## src/rtl/store_port_arbiter.sv

```systemverilog
// Round-robin arbiter funnelling several store requesters onto the single D$ store port.
// Once a request is shown to the D$ it stays locked until the D$ accepts it.
module store_port_arbiter #(
  parameter int unsigned NR_PORTS = 2,
  parameter int unsigned ADDR_W   = 56,
  parameter int unsigned DATA_W   = 64
) (
  input  logic                                 clk_i,
  input  logic                                 rst_ni,
  input  logic                                 flush_i,
  input  logic [NR_PORTS-1:0]                  req_i,
  input  logic [NR_PORTS-1:0][ADDR_W-1:0]      addr_i,
  input  logic [NR_PORTS-1:0][DATA_W-1:0]      data_i,
  input  logic [NR_PORTS-1:0][DATA_W/8-1:0]    be_i,
  input  logic [NR_PORTS-1:0][1:0]             size_i,
  output logic [NR_PORTS-1:0]                  gnt_o,
  output logic                                 req_o,
  output logic [ADDR_W-1:0]                    addr_o,
  output logic [DATA_W-1:0]                    data_o,
  output logic [DATA_W/8-1:0]                  be_o,
  output logic [1:0]                           size_o,
  input  logic                                 gnt_i,
  output logic                                 busy_o
);

  localparam int unsigned IDX_W = (NR_PORTS > 1) ? $clog2(NR_PORTS) : 1;

  typedef logic [IDX_W-1:0] idx_t;
  typedef enum logic {IDLE, LOCKED} state_e;

  state_e state_q, state_d;
  idx_t   rr_q, rr_d;
  idx_t   idx_q, idx_d;

  logic   w_found;
  idx_t   w_cand;
  idx_t   w_scan_sel;
  idx_t   w_sel;
  logic   w_req;

  function automatic idx_t next_idx(input idx_t i);
    return (i == idx_t'(NR_PORTS - 1)) ? '0 : idx_t'(i + 1'b1);
  endfunction

  // Priority scan starting at rr_q and wrapping past the last requester.
  always_comb begin
    // NOTE: every variable gets a default before any branch so no latch is inferred.
    w_found    = 1'b0;
    w_cand     = '0;
    w_scan_sel = rr_q;
    for (int unsigned k = 0; k < NR_PORTS; k++) begin
      w_cand = idx_t'((32'(rr_q) + k) % NR_PORTS);
      if (!w_found && req_i[w_cand]) begin
        w_found    = 1'b1;
        w_scan_sel = w_cand;
      end
    end
  end

  always_comb begin
    state_d = state_q;
    rr_d    = rr_q;
    idx_d   = idx_q;
    gnt_o   = '0;
    w_req   = 1'b0;
    w_sel   = w_scan_sel;
    // Outputs stay quiet for the whole reset window, not just after the flops clear.
    if (rst_ni) begin
      unique case (state_q)
        IDLE: begin
          if (!flush_i && w_found) begin
            w_req = 1'b1;
            if (gnt_i) begin
              gnt_o[w_scan_sel] = 1'b1;
              rr_d              = next_idx(w_scan_sel);
            end else begin
              state_d = LOCKED;
              idx_d   = w_scan_sel;
            end
          end
        end
        LOCKED: begin
          w_req = 1'b1;
          w_sel = idx_q;
          if (gnt_i) begin
            gnt_o[idx_q] = 1'b1;
            rr_d         = next_idx(idx_q);
            state_d      = IDLE;
          end
        end
        default: state_d = IDLE;
      endcase
    end
  end

  always_ff @(posedge clk_i or negedge rst_ni) begin
    if (!rst_ni) begin
      state_q <= IDLE;
      rr_q    <= '0;
      idx_q   <= '0;
    end else begin
      // NOTE: non-blocking assignments so every flop samples pre-edge values.
      state_q <= state_d;
      rr_q    <= rr_d;
      idx_q   <= idx_d;
    end
  end

  assign req_o  = w_req;
  assign addr_o = addr_i[w_sel];
  assign data_o = data_i[w_sel];
  assign be_o   = be_i[w_sel];
  assign size_o = size_i[w_sel];
  assign busy_o = rst_ni && (state_q == LOCKED);

`ifndef SYNTHESIS
  a_lock_hold: assert property (@(posedge clk_i) disable iff (!rst_ni)
    (state_q == LOCKED) |-> req_i[idx_q]);
  a_gnt_legal: assert property (@(posedge clk_i) disable iff (!rst_ni)
    $onehot0(gnt_o) && ((gnt_o == '0) || gnt_i));
  a_no_revoke: assert property (@(posedge clk_i) disable iff (!rst_ni)
    (req_o && !gnt_i) |=> (req_o && $stable(addr_o) && $stable(data_o)
                           && $stable(be_o) && $stable(size_o)));
`endif

endmodule
```

## config.mk

```make
export PLATFORM = sky130hd
export DESIGN_NAME = store_port_arbiter
export DESIGN_NICKNAME = d
export VERILOG_FILES = /design/src/rtl/store_port_arbiter.sv
export SDC_FILE = /design/constraint.sdc
export NUM_CORES = 1
export LEC_CHECK = 0
export BUFFER_PORTS_ARGS = -buffer_cell sky130_fd_sc_hd__buf_2
export CAP_MARGIN = 20
export CORE_AREA = 5 5 152 154
export CTS_CLUSTER_DIAMETER = 30
export DETAILED_ROUTE_END_ITERATION = 16
export DIE_AREA = 0 0 157 159
export SLEW_MARGIN = 20
export SYNTH_ARGS = -nofsm -noshare
export SYNTH_HDL_FRONTEND = slang
export SYNTH_SLANG_ARGS = --single-unit
```

## constraint.sdc

```tcl
create_clock -name clk_i -period 2.4 [get_ports clk_i]
set_clock_uncertainty 0.2 [all_clocks]
set_input_delay 0.24 -clock clk_i [delete_from_list [all_inputs] [get_ports clk_i]]
set_output_delay 0.24 -clock clk_i [all_outputs]
set_load 0.02 [all_outputs]
```

# [After elaboration in Yosys (flattened, before gate mapping)]
# Cells that the tools add are included.
[word_totals] register_bits=3 output_inout_bits=134 word_cells=65
[classes] n_addsub=3 magnitude_cmp=7 eq_ne=3 mux=38 bitwise=2 reduce_logical=9
[op_table] cell="2-to-1 mux 64 bit" n=2
[op_table] cell="2-to-1 mux 56 bit" n=2
[op_table] cell="2-to-1 mux 1 bit" n=20
[op_table] cell="2-to-1 mux 8 bit" n=2
[op_table] cell="2-to-1 mux 2 bit" n=6
[op_table] cell="less-than comparator 1 x 2 -> 1 bit, second input constant" n=5
[op_table] cell="AND reduction 4 bit" n=2
[op_table] cell="inequality test 2 bit, second input constant" n=3
[op_table] cell="one-hot mux 1 bit (2 select lines)" n=3
[op_table] cell="logical AND 1 bit" n=5
[op_table] cell="one-hot mux 2 bit (2 select lines)" n=1
[op_table] cell="adder 1 bit, second input constant" n=3
[op_table] cell="demux 1 bit (select 1 bit)" n=2
[op_table] cell="greater-or-equal comparator 1 bit, second input constant" n=2
[op_table] cell="logical NOT 1 bit" n=2
[op_table] cell="inverter 1 bit" n=2

# [Longest topological paths before layout]
[depth] word_depth=14 ltp_mapped=6

# [Worst setup path before layout]
# Ideal clock, no wire load.
[synth_timing] kind="register -> output" startpoint="reg state_q" endpoint="out addr_o[0]" arrival_time_ns=1.697 required_time_ns=1.960 slack_ns=0.263 path_stages_with_launch=7 path_buffers=3 path_cell_list="dfrtp_1 -> buf_2 -> and2_4 -> mux2i_4 -> buf_8 -> buf_8 -> mux2_1"
[synth_between] elab_chain_cells=4
[synth_lines] element="start, declared" line_no="31" text="state_e state_q, state_d;"
[synth_lines] element="start signal, assigned" line_no="103" text="state_q <= state_d;"
[synth_lines] element="2-to-1 mux 1 bit" line_no="69" text="unique case (state_q)"
[synth_lines] element="2-to-1 mux 1 bit" line_no="68" text="if (rst_ni) begin"
[synth_lines] element="2-to-1 mux 56 bit (not written as such) (2 in a row)" line_no="110" text="assign addr_o = addr_i[w_sel];"
[synth_lines] element="end, declared" line_no="18" text="output logic [ADDR_W-1:0] addr_o,"
# Every way passes these cells. The select of a mux whose other input is x is not followed.

# [Final worst setup path]
[layout_timing] startpoint="reg rr_q" endpoint="out data_o[27]"
[layout_between] elab_chain_cells=10
[layout_lines] element="start, declared" line_no="32" text="idx_t rr_q, rr_d;"
[layout_lines] element="start signal, assigned" line_no="104" text="rr_q <= rr_d;"
[layout_lines] element="2-to-1 mux 1 bit (not written as such) (2 in a row)" line_no="53" text="if (!w_found && req_i[w_cand]) begin"
[layout_lines] element="2-to-1 mux 1 bit" line_no="53"
[layout_lines] element="logical NOT 1 bit" line_no="53"
[layout_lines] element="logical AND 1 bit" line_no="53"
[layout_lines] element="2-to-1 mux 1 bit *" line_no="53"
[layout_lines] element="2-to-1 mux 1 bit" line_no="69"
[layout_lines] element="2-to-1 mux 1 bit *" line_no="68"
[layout_lines] element="2-to-1 mux 64 bit (not written as such) * (2 in a row)" line_no="111" text="assign data_o = data_i[w_sel];"
[layout_lines] element="end, declared" line_no="19" text="output logic [DATA_W-1:0] data_o,"
# Every way passes the cells marked *; elsewhere a longest branch is shown, timed or not. The select of a mux whose other input is x is not followed.

==> impl_metrics.tcl <==
set metrics [dict create \
    status "complete, but fails checks" \
    violations "negative setup slack" \
    leakage_nw 3.422 \
    route.vias.total 3153 \
    synth_top_cell_by_area "mux2_4" \
    synth_top_area_share_pct 61.56 \
    drc 0 \
    drt_iter0_markers 77 \
    clockBufferDepth 2 \
    combPwrFrac_pct 91.9 \
    switchingPower_mw 1.635 \
    antenna_left 0 \
    ioPinCount 400 \
    port-buffer-count 399 \
    grt_pass1_vias 3373 \
    routed_via_density 3.583 \
    ir_drop_mv 0.2834 \
    rsz0062_at_grt "yes" \
    cp-start-kind "flop" \
    drv_slew 0 \
    synth_cell_type_count 20 \
    wl_mm 15.76 \
    reg2regPathDepth 3 \
    ys_seq_area_share_pct 3.382 \
    cpMostUsedCell "clkbuf_16" \
    syn_avg_cell_area_um2 12.90 \
    synth_xor_area_share_pct 0 \
    path_max_fanout 6 \
    synth.area.top_cells "mux2_4, mux2_2, buf_8" \
    multiInputGateArea_mm2 0.002098 \
    hold_path.class "in2reg" \
    synth_top_family_by_area "multiplexers" \
    startpoint "rr_q$_DFFE_PN0P_" \
    slowest_stage "dfrtp_1" \
    tritoncts "built" \
    power_density_mw_per_mm2 689.7 \
    syn_to_final_growth_pct 174.9 \
    core_area_mm2 0.02155 \
    drt-pass1-iter-count 4 \
    r2r-start "rr_q$_DFFE_PN0P_" \
    ff_latch_area_um2 75.07 \
    sw_frac_of_total_pct 38.86 \
    p_clk_share_pct 6.2 \
    cp.arrival_ns 2.07 \
    end_kind "output port" \
    n_antenna_cell 0 \
    hold_ws_ns 0.02890 \
    syn_nets 438 \
    cts_max_level 1 \
    seqPwrFrac_pct 1.9 \
    max_stage_delay_ns 0.37 \
    muxShareOfSynthArea_pct 83.37 \
    rows 54 \
    drive_gt1_share_pct 96.00 \
    max_freq_ghz 0.3985 \
    cts-root-buf "clkbuf_16" \
    start_util_pct 10.30 \
    synth_fa_ha_area_share_pct 0.5073 \
    min_period_over_period_pct 104.6 \
    die_y_um 159 \
    clk_latency_ns 0.22 \
    ys_ff_latch 3 \
    dieArea_mm2 0.02496 \
    synth-simple-area-share_pct 2.029 \
    grt_first_pass_wirelength_mm 20.03 \
    layout.nets 867 \
    crit_type "reg2out" \
    antenna_found_initial 3 \
    finalSetupViolCount 128 \
    gr-usage-all-layers_pct 10.54 \
    final.setup.tns_ns -7.307 \
    synth_warnings 0 \
    internal_power_mw 2.572 \
    netlist_instances 172 \
    fill_cells 2254 \
    relSlewSlack_pct 82.06 \
    crit_end "data_o[27]" \
    grt_max_degree 12 \
    hpwl_mm 13.24 \
    worst_pin_slew_ns 0.2682 \
    gp_congestion 0.7597 \
    hold_viol_final 0 \
    syn-cell-area_mm2 0.002220 \
    finalPower_mw 4.208 \
    clock-sinks 3 \
    crit_chain "maj3_2, mux2i_4, buf_12, clkbuf_16, clkbuf_16, mux2_4, buf_6" \
    timing.rr.end "idx_q$_DFFE_PN0P_" \
    numCtsBuffers 3 \
    post-route-min-period_ns 2.509 \
    synth_compound_area_share_pct 2.029 \
    wl_per_cell_um 17.91 \
    maxCapViolCount 0 \
    grt_overflow_total 0 \
    die_w_um 157 \
    setup_slack_ns -0.1092 \
    dpl_worst_slack_ns 0.05279 \
    clkTransAtPathRegs_ns 0.03 \
    r2r_slack_ns 0.97 \
    cp.required_ns 1.96 \
]
final cells by class:
class	instances	share of cell area, %
multi-input cells	151	34.39
repair buffers	439	57.16
flip-flops and latches	3	1.231
well taps	280	5.742
clock buffers	4	1.292
inverters	3	0.1846
cells in the mapped netlist:
library cell,number
dfrtp_1,3
nor2_1,4
buf_6,1
nor4_1,1
o21a_1,1
mux2i_4,1
o21bai_1,1
maj3_2,1
inv_1,3
mux2_2,32
mux2_1,9
a21oi_1,4
mux2_4,91
nand3_1,1
o21ai_0,2
buf_8,10
buf_2,4
nand2_1,1
and2_4,1
nor2b_1,1
repair_timing:
item                                    CTS  global route
pin swaps                                 1             1
buffers inserted                          7             2
gates cloned                              4             6
endpoints found under the setup margin  112           130
gates resized for setup                 138           200
hold buffers                              1             0
hold endpoints to repair                  3             0
power groups by stage:
stage | logic (mW) | registers, mW | clock network (mW)
2_1_floorplan | 1.83 | 0.0777 | 0
3_3_place_gp | 2.63 | 0.0801 | 0
3_5_place_dp | 2.65 | 0.0813 | 0
4_1_cts | 3.25 | 0.0792 | 0.267
5_1_grt | 4.06 | 0.0814 | 0.278
6_report | 3.87 | 0.0800 | 0.262
registers in the layout, summed over array words and instances (netlist names):
signal / flops
idx_q: 1
rr_q: 1
state_q: 1
worst min path at each step:
stage                     startpoint             endpoint  slack (ns)  cells after the start
final                          gnt_i  state_q$_DFFE_PN0P_        0.03                      2
after global routing           gnt_i  state_q$_DFFE_PN0P_        0.04                      2
after CTS                      gnt_i  state_q$_DFFE_PN0P_        0.03                      2
after detailed placement      rst_ni    idx_q$_DFFE_PN0P_       -0.03                      2
after global placement        rst_ni  state_q$_DFFE_PN0P_       -0.03                      2
after floorplan               rst_ni    idx_q$_DFFE_PN0P_       -0.26                      0
layer usage:
metal  vias to the layer above  GRT usage, %  wire [µm]
li1                       1506             -          -
met1                      1388         10.50       5117
met2                       243         21.37       8582
met3                        12         3.805       1973
met4                         4        0.5917         52
met5                         -             0         34
placed cells by master (no fill, tap or decap), types with 2 or more instances in the layout:
master and instances:
o21ai_0 2, buf_4 9, buf_2 272, mux2_2 2
buf_8 13, dfrtp_1 3, clkbuf_16 9, a21oi_1 4
buf_16 7, mux2_4 130, buf_12 4, buf_6 127
inv_1 3, nor2_1 4
through the flow:
step | cell area (µm²) | cells | util (%)
after floorplan | 2220 | 172 | -
after global placement | 4593 | 857 | 21.31
after detailed placement | 4593 | 857 | 21.31
after CTS | 5311 | 873 | 24.64
after global routing | 6101 | 880 | 28.31
final | 6101 | 880 | 28.31
worst max-delay path: cells and delay by family (launching register included):
kind | cells | cell delay (ns)
adder cells (fa/ha/maj) | 1 | 0.34
buffers and inverters | 4 | 0.65
flip-flops | 1 | 0.37
multiplexers | 2 | 0.47
cells by family after synthesis:
logic type / after synthesis
adder cells (fa/ha/maj): 1
flip-flops: 3
AO/OA/AOI/OAI: 8
AND/OR/NAND/NOR: 9
buffers and inverters: 18
multiplexers: 133
Power figures use the tool's default switching activity.
